===== src/rtl/seg7_pkg.sv =====
`default_nettype none
// ============================================================================
// seg7_pkg: shared active-low segment table, blank code and decoder states.
// Rev 1.0
// ============================================================================
package seg7_pkg;

  localparam logic [6:0] SEG_BLANK = 7'b1111111;

  // Entry h is the active-low pattern for hex digit h (bit0=a .. bit6=g).
  localparam logic [15:0][6:0] SEG_TABLE = {
    7'b0001110,  // F
    7'b0000110,  // E
    7'b0100001,  // d
    7'b1000110,  // C
    7'b0000011,  // b
    7'b0001000,  // A
    7'b0010000,  // 9
    7'b0000000,  // 8
    7'b1111000,  // 7
    7'b0000010,  // 6
    7'b0010010,  // 5
    7'b0011001,  // 4
    7'b0110000,  // 3
    7'b0100100,  // 2
    7'b1111001,  // 1
    7'b1000000   // 0
  };

  typedef enum logic [1:0] {
    IDLE    = 2'd0,
    COLLECT = 2'd1,
    DONE    = 2'd2
  } state_e;

  function automatic logic [6:0] hex_to_seg(input logic [3:0] nib);
    return SEG_TABLE[nib];
  endfunction

endpackage
`default_nettype wire


===== src/rtl/seg7_to_hex.sv =====
`default_nettype none
// ============================================================================
// seg7_to_hex: combinational active-low segment pattern to nibble decoder.
// Rev 1.0
// ============================================================================
module seg7_to_hex
  import seg7_pkg::*;
(
  input  logic [6:0] seg_n_i,
  output logic [3:0] nibble_o,
  output logic       illegal_o
);

  always_comb begin
    nibble_o  = 4'h0;
    illegal_o = 1'b1;
    for (int i = 0; i < 16; i++) begin
      if (seg_n_i == SEG_TABLE[i]) begin
        nibble_o  = 4'(i);
        illegal_o = 1'b0;
      end
    end
  end

endmodule
`default_nettype wire


===== src/rtl/seg7_scan_decoder.sv =====
`default_nettype none
// ============================================================================
// seg7_scan_decoder: filters a scanned 7-segment bus and rebuilds the frame.
// Rev 1.0
// ============================================================================
module seg7_scan_decoder
  import seg7_pkg::*;
#(
  parameter int NUM_DIGITS    = 4,
  parameter int STABLE_CYCLES = 4
) (
  input  logic                    clk,
  input  logic                    reset,
  input  logic [6:0]              seg_n,
  input  logic [NUM_DIGITS-1:0]   dig_en,
  output logic [4*NUM_DIGITS-1:0] value,
  output logic [NUM_DIGITS-1:0]   digit_err,
  output logic                    frame_err,
  output logic                    frame_valid
);

  localparam int CNT_W = $clog2(STABLE_CYCLES) + 1;
  localparam int IDX_W = (NUM_DIGITS > 1) ? $clog2(NUM_DIGITS) : 1;
  localparam logic [CNT_W-1:0]      CNT_MAX  = CNT_W'(STABLE_CYCLES);
  localparam logic [CNT_W-1:0]      CNT_FIRE = CNT_W'(STABLE_CYCLES - 2);
  localparam logic [NUM_DIGITS-1:0] ALL_SEEN = '1;

  logic [6:0]              seg_q, seg_prev_q;
  logic [NUM_DIGITS-1:0]   den_q, den_prev_q;
  logic [CNT_W-1:0]        cnt_q, cnt_d;
  logic                    same, capture;
  logic [IDX_W-1:0]        cap_idx;
  logic [3:0]              dec_nib;
  logic                    dec_ill;

  state_e                  state_q, state_d;
  logic [NUM_DIGITS-1:0]   mask_q, mask_d, base_mask, new_mask;
  logic [4*NUM_DIGITS-1:0] pend_nib_q, pend_nib_d;
  logic [NUM_DIGITS-1:0]   pend_err_q, pend_err_d;
  logic                    hold_vld_q, hold_vld_d;
  logic [IDX_W-1:0]        hold_idx_q, hold_idx_d;
  logic [3:0]              hold_nib_q, hold_nib_d;
  logic                    hold_err_q, hold_err_d;
  logic [4*NUM_DIGITS-1:0] value_q, value_d;
  logic [NUM_DIGITS-1:0]   derr_q, derr_d;
  logic                    ferr_q, ferr_d;

  logic                    evt_vld;
  logic [IDX_W-1:0]        evt_idx;
  logic [3:0]              evt_nib;
  logic                    evt_err;

  seg7_to_hex u_dec (
    .seg_n_i   (seg_q),
    .nibble_o  (dec_nib),
    .illegal_o (dec_ill)
  );

  assign same    = (seg_q == seg_prev_q) && (den_q == den_prev_q);
  // Fires on the single cycle the counter steps into STABLE_CYCLES-1.
  assign capture = same && (cnt_q == CNT_FIRE) && $onehot(den_q) && (seg_q != SEG_BLANK);

  always_comb begin
    cnt_d = cnt_q;
    if (!same) begin
      cnt_d = '0;
    end else if (cnt_q != CNT_MAX) begin
      cnt_d = cnt_q + 1'b1;
    end
  end

  always_comb begin
    cap_idx = '0;
    for (int i = 0; i < NUM_DIGITS; i++) begin
      if (den_q[i]) cap_idx = IDX_W'(i);
    end
  end

  // A capture parked during DONE is replayed as the first event in IDLE.
  always_comb begin
    evt_vld = capture;
    evt_idx = cap_idx;
    evt_nib = dec_nib;
    evt_err = dec_ill;
    if (state_q == IDLE && hold_vld_q) begin
      evt_vld = 1'b1;
      evt_idx = hold_idx_q;
      evt_nib = hold_nib_q;
      evt_err = hold_err_q;
    end
  end

  always_comb begin
    state_d    = state_q;
    mask_d     = mask_q;
    pend_nib_d = pend_nib_q;
    pend_err_d = pend_err_q;
    hold_vld_d = hold_vld_q;
    hold_idx_d = hold_idx_q;
    hold_nib_d = hold_nib_q;
    hold_err_d = hold_err_q;
    value_d    = value_q;
    derr_d     = derr_q;
    ferr_d     = ferr_q;
    base_mask  = mask_q;
    new_mask   = mask_q;
    case (state_q)
      IDLE, COLLECT: begin
        if (state_q == IDLE) hold_vld_d = 1'b0;
        if (evt_vld) begin
          if (state_q == IDLE || mask_q[evt_idx]) begin
            base_mask  = '0;
            pend_nib_d = '0;
            pend_err_d = '0;
          end
          new_mask                   = base_mask;
          new_mask[evt_idx]          = 1'b1;
          pend_nib_d[4*evt_idx +: 4] = evt_nib;
          pend_err_d[evt_idx]        = evt_err;
          mask_d                     = new_mask;
          if (new_mask == ALL_SEEN) begin
            state_d = DONE;
            value_d = pend_nib_d;
            derr_d  = pend_err_d;
            ferr_d  = |pend_err_d;
          end else begin
            state_d = COLLECT;
          end
        end
      end
      DONE: begin
        mask_d  = '0;
        state_d = IDLE;
        if (capture) begin
          hold_vld_d = 1'b1;
          hold_idx_d = cap_idx;
          hold_nib_d = dec_nib;
          hold_err_d = dec_ill;
        end
      end
      default: state_d = IDLE;
    endcase
  end

  always_ff @(posedge clk or posedge reset) begin
    if (reset) begin
      seg_q      <= '0;
      den_q      <= '0;
      seg_prev_q <= '0;
      den_prev_q <= '0;
      cnt_q      <= '0;
      state_q    <= IDLE;
      mask_q     <= '0;
      pend_nib_q <= '0;
      pend_err_q <= '0;
      hold_vld_q <= 1'b0;
      hold_idx_q <= '0;
      hold_nib_q <= '0;
      hold_err_q <= 1'b0;
      value_q    <= '0;
      derr_q     <= '0;
      ferr_q     <= 1'b0;
    end else begin
      seg_q      <= seg_n;
      den_q      <= dig_en;
      seg_prev_q <= seg_q;
      den_prev_q <= den_q;
      cnt_q      <= cnt_d;
      state_q    <= state_d;
      mask_q     <= mask_d;
      pend_nib_q <= pend_nib_d;
      pend_err_q <= pend_err_d;
      hold_vld_q <= hold_vld_d;
      hold_idx_q <= hold_idx_d;
      hold_nib_q <= hold_nib_d;
      hold_err_q <= hold_err_d;
      value_q    <= value_d;
      derr_q     <= derr_d;
      ferr_q     <= ferr_d;
    end
  end

  assign value       = value_q;
  assign digit_err   = derr_q;
  assign frame_err   = ferr_q;
  assign frame_valid = (state_q == DONE);

endmodule
`default_nettype wire


===== config.mk =====
export PLATFORM = sky130hd
export DESIGN_NAME = seg7_scan_decoder
export DESIGN_NICKNAME = d
export VERILOG_FILES = /design/src/rtl/seg7_pkg.sv /design/src/rtl/seg7_to_hex.sv /design/src/rtl/seg7_scan_decoder.sv
export SDC_FILE = /design/constraint.sdc
export NUM_CORES = 1
export LEC_CHECK = 0
export ABC_AREA = 1
export BUFFER_PORTS_ARGS = -buffer_cell sky130_fd_sc_hd__buf_2
export CAP_MARGIN = 10
export CORE_MARGIN = 2
export CORE_UTILIZATION = 50
export CTS_CLUSTER_SIZE = 10
export DETAILED_ROUTE_END_ITERATION = 6
export MAX_ROUTING_LAYER = met4
export PLACE_DENSITY = 0.69
export SLEW_MARGIN = 40
export SYNTH_ARGS = -nofsm -noshare
export SYNTH_HDL_FRONTEND = slang
export SYNTH_SLANG_ARGS = --single-unit

===== constraint.sdc =====
create_clock -name clk -period 7.5 [get_ports clk]
set_input_delay 1.5 -clock clk [delete_from_list [all_inputs] [get_ports clk]]
set_output_delay 1.5 -clock clk [all_outputs]
set_load 0.01 [all_outputs]

==> metrics.yaml, run 1 <==
run_status:
  outcome: "finished clean"
critical_path:
  path_class: "reg2reg"
  end_kind: "register"
  r2r_slack_ns: 3.91
  arrival_ns: 3.83
  worstReg2RegStart: "den_q[3]"
  critPathLaunch: "den_q[3]"
  startpoint_type: "register"
  crit_fanout: 38
  worstRegToRegCells: 14
  required_ns: 7.74
  r2r_end: "frame_err"
cells_and_area:
  syn_to_final_growth_pct: 11.2
  finalNonFillerCells: 643
  drive_gt1_share_pct: 13.5
  nNetsFinal: 562
  antenna_cells: 0
die:
  die-area_um2: 8800
  die_y_um: 93.8
  start_util_pct: 51.9
  pin_count: 35
  die_w_um: 93.8
  core_area_um2: 7770
  rows: 32
timing:
  whs_ns: 0.436
  period_share_pct: 47.8
  max_freq_mhz: 279
  hold_viol_final: 0
  relSlewSlack_pct: 53.5
  rsz0062_at_grt: "no"
  final.setup.tns_ns: 0
  worst_slew_pin_slew_ns: 0.697
  final.min_clock_period_ns: 3.59
  slew_violations: 0
  finalClockSkew_ns: 0.00983
  setup_violations: 0
clocking:
  cts_tree: "built"
  clk_pin_slew_ns: 0.08
  cts-resized-gates: 0
  clock-sinks: 80
  numCtsBuffers: 9
  clockBufferDepth: 2
  clock-root-buffer: "clkbuf_8"
  cts_hold_buf: 0
  htree_levels: 3
  post_cts_buffers: 0
  clock_latency_ns: 0.36
routing:
  drt-wirelength-per-cell_um: 12.4
  first_pass_iters: 5
  vias: 3220
  vias_per_cell: 5.01
  drcViolationCount: 0
  drt-initial-drc-count: 234
  drt-total-wl_um: 7990
  ant_nets: 0
placed_design:
  io_buffer_count: 34
  routabilityCongestion: 0.908
  dp_cells: 627
  hpwl_um: 5660
synthesis:
  avgSynthCellArea_um2: 8.07
  async_reset_ff_share_pct: 100
  synth_area_leaders: "dfrtp_1 50%, nand2_1 16%, inv_1 4.4%"
  synth.top_cell.area_share_pct: 49.6
  synth_common_cells: "177 x nand2_1, 80 x dfrtp_1, 47 x inv_1"
  syn_area_um2: 4030
  synth_edf_count: 0
  syn-num-nets: 526
  ys_seq_elements: 80
  synth_top_flop_cell: "dfrtp_1"
  synth_largest_area_cell: "dfrtp_1"
  yosysSeqAreaShare_pct: 49.6
  ys.warnings.count: 0
  synth_most_common_cell: "nand2_1"
  synthCells: 500
  post_synth_num_cell_types: 35
global_routing:
  grt_overflow: 0
  grt_pass1_vias: 3156
  antenna_found_initial: 0
  grt_max_degree: 81
  grt_pass1_wl_um: 14200
  track_usage_pct: 21.0
min_path:
  hold_depth: 0
  whs_endpoint: "den_prev_q[0]"
  hp-class: "reg2reg"
  min_from: "den_q[0]"
power:
  ir_drop_v: 0.000106
  total_power_w: 0.000828
  p_leak_nw: 2.39
  pwr_density_cell_nw_per_um2: 185
flow_run:
  maxCapViolCount: 0
-- stage by stage --
step | area, µm² | worst slack, ns | utilization [%]
after floorplan | 4030 | 3.95 | -
after global routing | 4490 | 3.48 | 57.7
after detailed placement | 4280 | 3.91 | 55.1
after global placement | 4280 | 3.63 | 55.0
final | 4490 | 3.91 | 57.7
after CTS | 4490 | 3.90 | 57.7
-- worst max path at each step --
stage,to,slack [ns],cells after the start
2_1_floorplan,cnt_q[0],3.95,1
6_report,frame_err,3.91,14
4_1_cts,frame_err,3.90,14
3_3_place_gp,frame_err,3.63,14
5_1_grt,digit_err[1],3.48,14
3_5_place_dp,frame_err,3.91,14
-- cells by family (layout without fill, tap and decap cells) --
logic type | count (synthesis) | in the layout | synth area share [%]
simple gates | 287 | 287 | 30.4
flops | 80 | 80 | 49.6
buf+inv | 59 | 100 | 6.14
compound gates | 53 | 53 | 7.82
fa+ha+maj | 13 | 13 | 4.22
xor+xnor | 8 | 8 | 1.74
-- layer usage --
metal	track usage, %	wire length [µm]	vias up
met5	-	0	-
met4	7.97	150	0
met3	3.29	342	15
met2	30.7	3500	71
met1	29.7	4000	1474
li1	-	-	1660
-- cell usage in the layout, fill, tap and decap left out --
cell type,Yosys,routed
dfrtp_1,80,80
clkinv_1,1,1
nor3_4,1,1
a21oi_1,4,4
o21ai_0,25,25
o21ai_2,3,3
bufinv_16,0,1
o211ai_1,1,1
clkinvlp_4,0,1
nand3_1,32,32
clkbuf_8,0,11
nand2_1,177,177
nand2_2,6,6
buf_2,6,34
inv_6,0,1
nand2_4,2,2
o22ai_1,2,2
nand4_1,11,11
nor2_4,1,1
buf_6,2,1
clkbuf_1,1,1
o21a_1,2,2
nor2_1,45,45
inv_1,47,45
fa_1,1,1
o21bai_1,2,2
inv_2,1,2
o21ai_4,1,1
xnor2_1,5,5
o21ai_1,3,3
nor3_1,5,5
xor2_1,3,3
nand3_2,2,2
clkinv_2,0,2
nand3b_1,1,1
or2_2,3,3
nor2_2,1,1
ha_1,12,12
a31oi_1,10,10
-- power breakdown --
| part | switching (W) | internal (W) |
|---|---|---|
| Clock | 0.000159 | 0.000173 |
| Combinational | 0.0000372 | 0.0000170 |
| Sequential | 0.00000581 | 0.000437 |
-- flip-flops by register name (all words and copies together) (netlist names), 4 cells and up --
register	count
hold_nib_q	4
den_prev_q	4
seg_prev_q	7
value	16
digit_err	4
seg_q	7
den_q	4
pend_nib_q	16
pend_err_q	4
mask_q	4
-- final cells by class --
type                            count  area [µm²]
Tap cell                          102         128
Clock buffer                       12         155
Timing Repair Buffer               35         181
Multi-Input combinational cell    361        1780
Inverter                           49         185
Sequential cell                    80        2000
Fill cell                         737        3280
Clock inverter                      4        51.3
-- critical path, stage by stage (launching register included) --
cell and delay, ns:
dfrtp_1 0.43, inv_1 0.11, fa_1 0.49, inv_1 0.04, ha_1 0.17, ha_1 0.27
nor3_1 0.17, nand4_1 0.11, nand3b_1 0.21, nand2_1 0.09, nand2_1 0.25, inv_2 0.52
nand2_2 0.39, nand2_1 0.15, nand3_1 0.08
(Power assumes the default switching activity.)
==> inputs of run 2 (changes only) <==
Clock period 7.5 ns to 3.55 ns, I/O delays scaled along.
==> run 2 against run 1 <==
Effect of this change: routed wire length increased by 1.8%; fmax increased by 12%; die area unchanged; critical path depth unchanged; combinational power increased by 110%; critical endpoint is now pend_nib_q[14]; largest power group unchanged.
==> metrics.yaml, run 2 (synthesis gave the netlist of run 1 again) <==
run_status:
  outcome: "finished clean"
critical_path:
  worst_path_most_repeated_cell: "inv_1"
  path_class: "reg2reg"
  worstRegToRegCells: 14  # unchanged
  end_kind: "register"
  startpoint_type: "register"
  crit_fanout: 37  # -2.6%
  max_stage_delay_ns: 0.48  # -0.04 ns
  path_cells: "inv_1 > fa_1 > inv_1 > ha_1 > ha_1 > nor3_1 > nand4_1 > nand3b_1 > nand2_1 > nand2_1 > inv_1 > buf_4 > nor2_1 > a31oi_1"
  required_ns: 3.82  # -3.92 ns
  arrival_ns: 3.46  # -0.37 ns
  crit_path_top_delay_cell: "fa_1"
power:
  ir_drop_v: 0.000231  # +120%
  pwr_density_cell_nw_per_um2: 374  # +100%
  p_leak_nw: 2.40  # +0.59%
cells_and_area:
  nNetsFinal: 567  # +0.89%
  finalNonFillerCells: 648  # +0.78%
  final_common_cell: "nand2_1"
  drive_gt1_share_pct: 14.3  # +0.79 points
  antenna_cells: 0  # unchanged
  final_cell_mix: "177 x nand2_1, 80 x dfrtp_1, 46 x inv_1"
  syn_to_final_growth_pct: 11.8
timing:
  slew_violations: 0  # unchanged
  relSlewSlack_pct: 63.7  # +10 points
  max_freq_mhz: 314  # +12%
  finalClockSkew_ns: 0.00588  # -0.00396 ns
  final.min_clock_period_ns: 3.19  # -0.396 ns
  worst_slew_pin_slew_ns: 0.545  # -0.152 ns
  rsz0062_at_grt: "no"
  hold_viol_final: 0  # unchanged
  period_share_pct: 89.8  # +42 points
  final.setup.tns_ns: 0  # unchanged
  setup_violations: 0  # unchanged
routing:
  drt-wirelength-per-cell_um: 12.5  # +1.0%
  drcViolationCount: 0  # unchanged
  vias_per_cell: 5.02  # +0.28%
  drt-total-wl_um: 8130  # +1.8%
  ant_nets: 0  # unchanged
  drt-initial-drc-count: 164  # -30%
  first_pass_iters: 5  # unchanged
  vias: 3254  # +1.1%
global_routing:
  grt_pass1_vias: 3260  # +3.3%
  grt_max_degree: 47  # -42%
  track_usage_pct: 21.8  # +0.84 points
  grt_pass1_wl_um: 14900  # +4.3%
  grt_overflow: 0  # unchanged
  antenna_found_initial: 0  # unchanged
die:
  start_util_pct: 51.9  # unchanged
  die_y_um: 93.8  # unchanged
  pin_count: 35  # unchanged
  core_area_um2: 7770  # unchanged
  rows: 32  # unchanged
  die-area_um2: 8800  # unchanged
  die_w_um: 93.8  # unchanged
clocking:
  post_cts_buffers: 0  # unchanged
  htree_levels: 3  # unchanged
  cts-resized-gates: 0  # unchanged
  cts_hold_buf: 0  # unchanged
  clock-sinks: 80  # unchanged
  clock-root-buffer: "clkbuf_8"
  clock_latency_ns: 0.35  # about the same
  cts_tree: "built"
  numCtsBuffers: 9  # unchanged
  clockBufferDepth: 2  # unchanged
  clk_pin_slew_ns: 0.08  # about the same
flow_run:
  maxCapViolCount: 0  # unchanged
min_path:
  hp-class: "in2async"
placed_design:
  io_buffer_count: 34  # unchanged
  hpwl_um: 6050  # +6.8%
  routabilityCongestion: 0.887  # -2.4%
  dp_cells: 632  # +0.80%
==> run 2: path summary, 6_finish.rpt <==
| path | to | slack [ns] | start |
|---|---|---|---|
| setup / recovery | pend_nib_q[14] | 0.36 | den_q[3] |
| hold / removal | cnt_q[1] | 0.41 | reset |
| setup reg to reg | pend_nib_q[14] | 0.36 | den_q[3] |
| hold reg to reg | den_prev_q[0] | 0.42 | den_q[0] |
| max in group asynchronous | seg_q[4] | 2.48 | reset |
| min in group clk | den_prev_q[0] | 0.42 | den_q[0] |
==> run 2: through the flow <==
stage | area (µm²) | worst slack (ns) | hold slack (ns) | total power [W] | utilization (%)
finish | 4510 | 0.361 | 0.414 | 0.00169 | 58.0
global route | 4510 | 0.0802 | 0.436 | 0.00177 | 58.0
CTS | 4510 | 0.362 | 0.426 | 0.00171 | 58.0
detailed placement | 4310 | 0.377 | 0.415 | 0.00107 | 55.5
global placement | 4310 | 0.546 | 0.401 | 0.00107 | 55.5
floorplan | 4030 | 0.788 | 0.392 | 0.00104 | -
==> run 2: where the power goes <==
| part | internal [W] | total [W] | switching, W |
|---|---|---|---|
| clock | 0.000310 | 0.000634 | 0.000324 |
| sequential | 0.000923 | 0.000935 | 0.0000122 |
| combinational | 0.0000377 | 0.000116 | 0.0000783 |
==> run 2: final cells by class <==
type | instances | area (µm²)
Clock buffer | 12 | 165
Inverter | 49 | 186
Tap cell | 102 | 128
Timing Repair Buffer | 40 | 215
Sequential cell | 80 | 2000
Multi-Input combinational cell | 361 | 1780
Clock inverter | 4 | 27.5
Fill cell | 732 | 3260
==> run 2: worst max-delay path, delay by kind of cell, from the launching register on <==
family	cells	cell delay [ns]
AO/OA/AOI/OAI	1	0.16
adder cells (fa/ha/maj)	3	0.93
buffers and inverters	4	0.67
flip-flops	1	0.44
AND/OR/NAND/NOR	6	0.89
==> run 2: per-layer routing <==
metal	GRT usage (%)	part of all wire [%]
met1	29.8	50
met2	33.2	45
met4	7.00	1.6
met3	4.25	4.0
met5	-	0
==> inputs of run 3 (changes only) <==
Settings changed: CORE_ASPECT_RATIO from default to 0.75.
==> run 3 against run 2 <==
Effect of this change: flip-flop and latch count unchanged; non-clock buffer count is 1 lower; setup slack worse by 0.048 ns; global-route usage rose by 0.95 points; final cell count increased by 0.15%; sequential share of layout area down 0.074 points; count of clock-buffer cells in the layout unchanged; clock skew increased by 0.0023 ns; highest routed layer unchanged.
==> metrics.yaml, run 3 (synthesis gave the netlist of run 1 again) <==
global_routing:
  grt_overflow: 0  # unchanged
  grt_pass1_wl_um: 14900  # unchanged
  antenna_found_initial: 0  # unchanged
  grt_max_degree: 38  # -19%
  track_usage_pct: 22.8  # +0.95 points
  grt_pass1_vias: 3215  # -1.4%
placed_design:
  hpwl_um: 6380  # +5.4%
  routabilityCongestion: 0.890  # +0.35%
  io_buffer_count: 34  # unchanged
clocking:
  clock-sinks: 80  # unchanged
  post_cts_buffers: 0  # unchanged
  cts_hold_buf: 0  # unchanged
  clock-root-buffer: "clkbuf_8"
  clockBufferDepth: 2  # unchanged
  cts_tree: "built"
  numCtsBuffers: 9  # unchanged
  clock_latency_ns: 0.36  # about the same
  htree_levels: 3  # unchanged
  cts-resized-gates: 0  # unchanged
  clk_pin_slew_ns: 0.08  # about the same
timing:
  max_freq_mhz: 309  # -1.5%
  final.setup.tns_ns: 0  # unchanged
  relSlewSlack_pct: 57.8  # -5.8 points
  rsz0062_at_grt: "no"
  slew_violations: 0  # unchanged
  hold_viol_final: 0  # unchanged
  setup_violations: 0  # unchanged
  period_share_pct: 91.2  # +1.3 points
  final.min_clock_period_ns: 3.24  # +0.0476 ns
  finalClockSkew_ns: 0.00819  # +0.00231 ns
  worst_slew_pin_slew_ns: 0.632  # +0.0870 ns
cells_and_area:
  multi_input_area_um2: 1780  # unchanged
  regArea_um2: 2000  # unchanged
  drive_gt1_share_pct: 14.0  # -0.32 points
  final_common_cell: "nand2_1"
  fillers: 762  # +4.1%
  final_cell_mix: "177 x nand2_1, 80 x dfrtp_1, 46 x inv_1"
  syn_to_final_growth_pct: 11.9
  nNetsFinal: 566  # -0.18%
  antenna_cells: 0  # unchanged
critical_path:
  r2r_slack_ns: 0.31  # -0.05 ns
  max_stage_delay_ns: 0.49  # about the same
  required_ns: 3.83  # about the same
  end_kind: "register"
  worst_path_most_repeated_cell: "inv_1"
  cp_num_buf_inv: 4  # unchanged
  critical_path.top_delay_family: "adder cells"
  arrival_ns: 3.52  # +0.06 ns
  path_cells: "inv_1 > fa_1 > inv_1 > ha_1 > ha_1 > nor3_1 > nand4_1 > nand3b_1 > nand2_1 > nand2_1 > inv_1 > buf_4 > nor2_1 > a31oi_1"
  crit_fanout: 37  # unchanged
  path_class: "reg2reg"
  crit_path_top_delay_cell: "fa_1"
  startpoint_type: "register"
routing:
  drt-wirelength-per-cell_um: 13.3  # +5.7%
  ant_nets: 0  # unchanged
  drt-total-wl_um: 8610  # +5.9%
  first_pass_iters: 6  # +1
  vias_per_cell: 5.18  # +3.1%
  drt-initial-drc-count: 214  # +30%
  vias: 3359  # +3.2%
  drcViolationCount: 0  # unchanged
run_status:
  outcome: "finished clean"
die:
  die_y_um: 81.8  # -13%
  core_area_um2: 7850  # +1.0%
  die_w_um: 108  # +15%
  rows: 28  # -13%
  pin_count: 35  # unchanged
  die-area_um2: 8810  # about the same
  start_util_pct: 51.4  # -0.53 points
power:
  total_power_w: 0.00175  # +3.6%
  p_leak_nw: 2.42  # +0.53%
  pwr_density_cell_nw_per_um2: 387  # +3.4%
  ir_drop_v: 0.000318  # +38%
flow_run:
  maxCapViolCount: 0  # unchanged
min_path:
  hp-class: "in2async"
## run 3: cell types whose count changed in the layout (fill, tap and decap cells not counted), sizes merged
| cell | previous run | this run |
|---|---|---|
| clkinvlp | 3 | 0 |
| clkinv | 2 | 4 |
| buf | 40 | 39 |
| bufinv | 0 | 1 |
| inv | 48 | 47 |
## run 3: power by group
group          total, W  leakage (nW)  switching [W]  internal [W]
clock          0.000692         0.108       0.000315      0.000376
sequential     0.000936          1.07      0.0000123      0.000923
combinational  0.000118          1.24      0.0000809     0.0000370
## run 3: layout make-up
type                            instances  share of cell area [%]
Clock buffer                           12                    3.66
Clock inverter                          3                   0.887
Inverter                               49                    4.10
Multi-Input combinational cell        361                    39.5
Sequential cell                        80                    44.3
Tap cell                              105                    2.91
Timing Repair Buffer                   39                    4.60
## run 3: metrics by stage
stage / setup WS (ns) / hold WS, ns / cells / cell area, µm² / utilization (%)
5_1_grt: 0.0605 / 0.421 / 649 / 4510 / 57.5
3_3_place_gp: 0.505 / 0.401 / 634 / 4310 / 54.9
2_1_floorplan: 0.788 / 0.392 / 500 / 4030 / -
4_1_cts: 0.327 / 0.419 / 649 / 4510 / 57.5
3_5_place_dp: 0.345 / 0.418 / 634 / 4310 / 54.9
6_report: 0.313 / 0.405 / 649 / 4510 / 57.5
## run 3: layer usage
metal	part of all wire, %	up-vias	wire length [µm]	global-route usage (%)
li1	-	1669	-	-
met1	50	1581	4300	31.3
met2	43	97	3670	33.2
met3	6.0	12	519	6.98
met4	1.4	0	117	5.77
met5	0	-	0	-
## run 3: worst reg2reg max path: cells and delay by family (launching register included)
kind                       cells  cell delay, ns
and+or+nand+nor                6            0.94
adders and majority gates      3            0.93
buffers and inverters          4            0.68
DFF                            1            0.43
AOI/OAI and AO/OA              1            0.17
## run 3: path summary, 6_finish.rpt
kind                            startpoint            end  cells after the start
worst max-delay path              den_q[3]  pend_nib_q[6]                     14
worst min-delay path                 reset       cnt_q[2]                      2
worst max register to register    den_q[3]  pend_nib_q[6]                     14
worst min register to register    den_q[0]  den_prev_q[0]                      0
max in group asynchronous            reset  seg_prev_q[4]                      3
min in group clk                  den_q[0]  den_prev_q[0]                      0
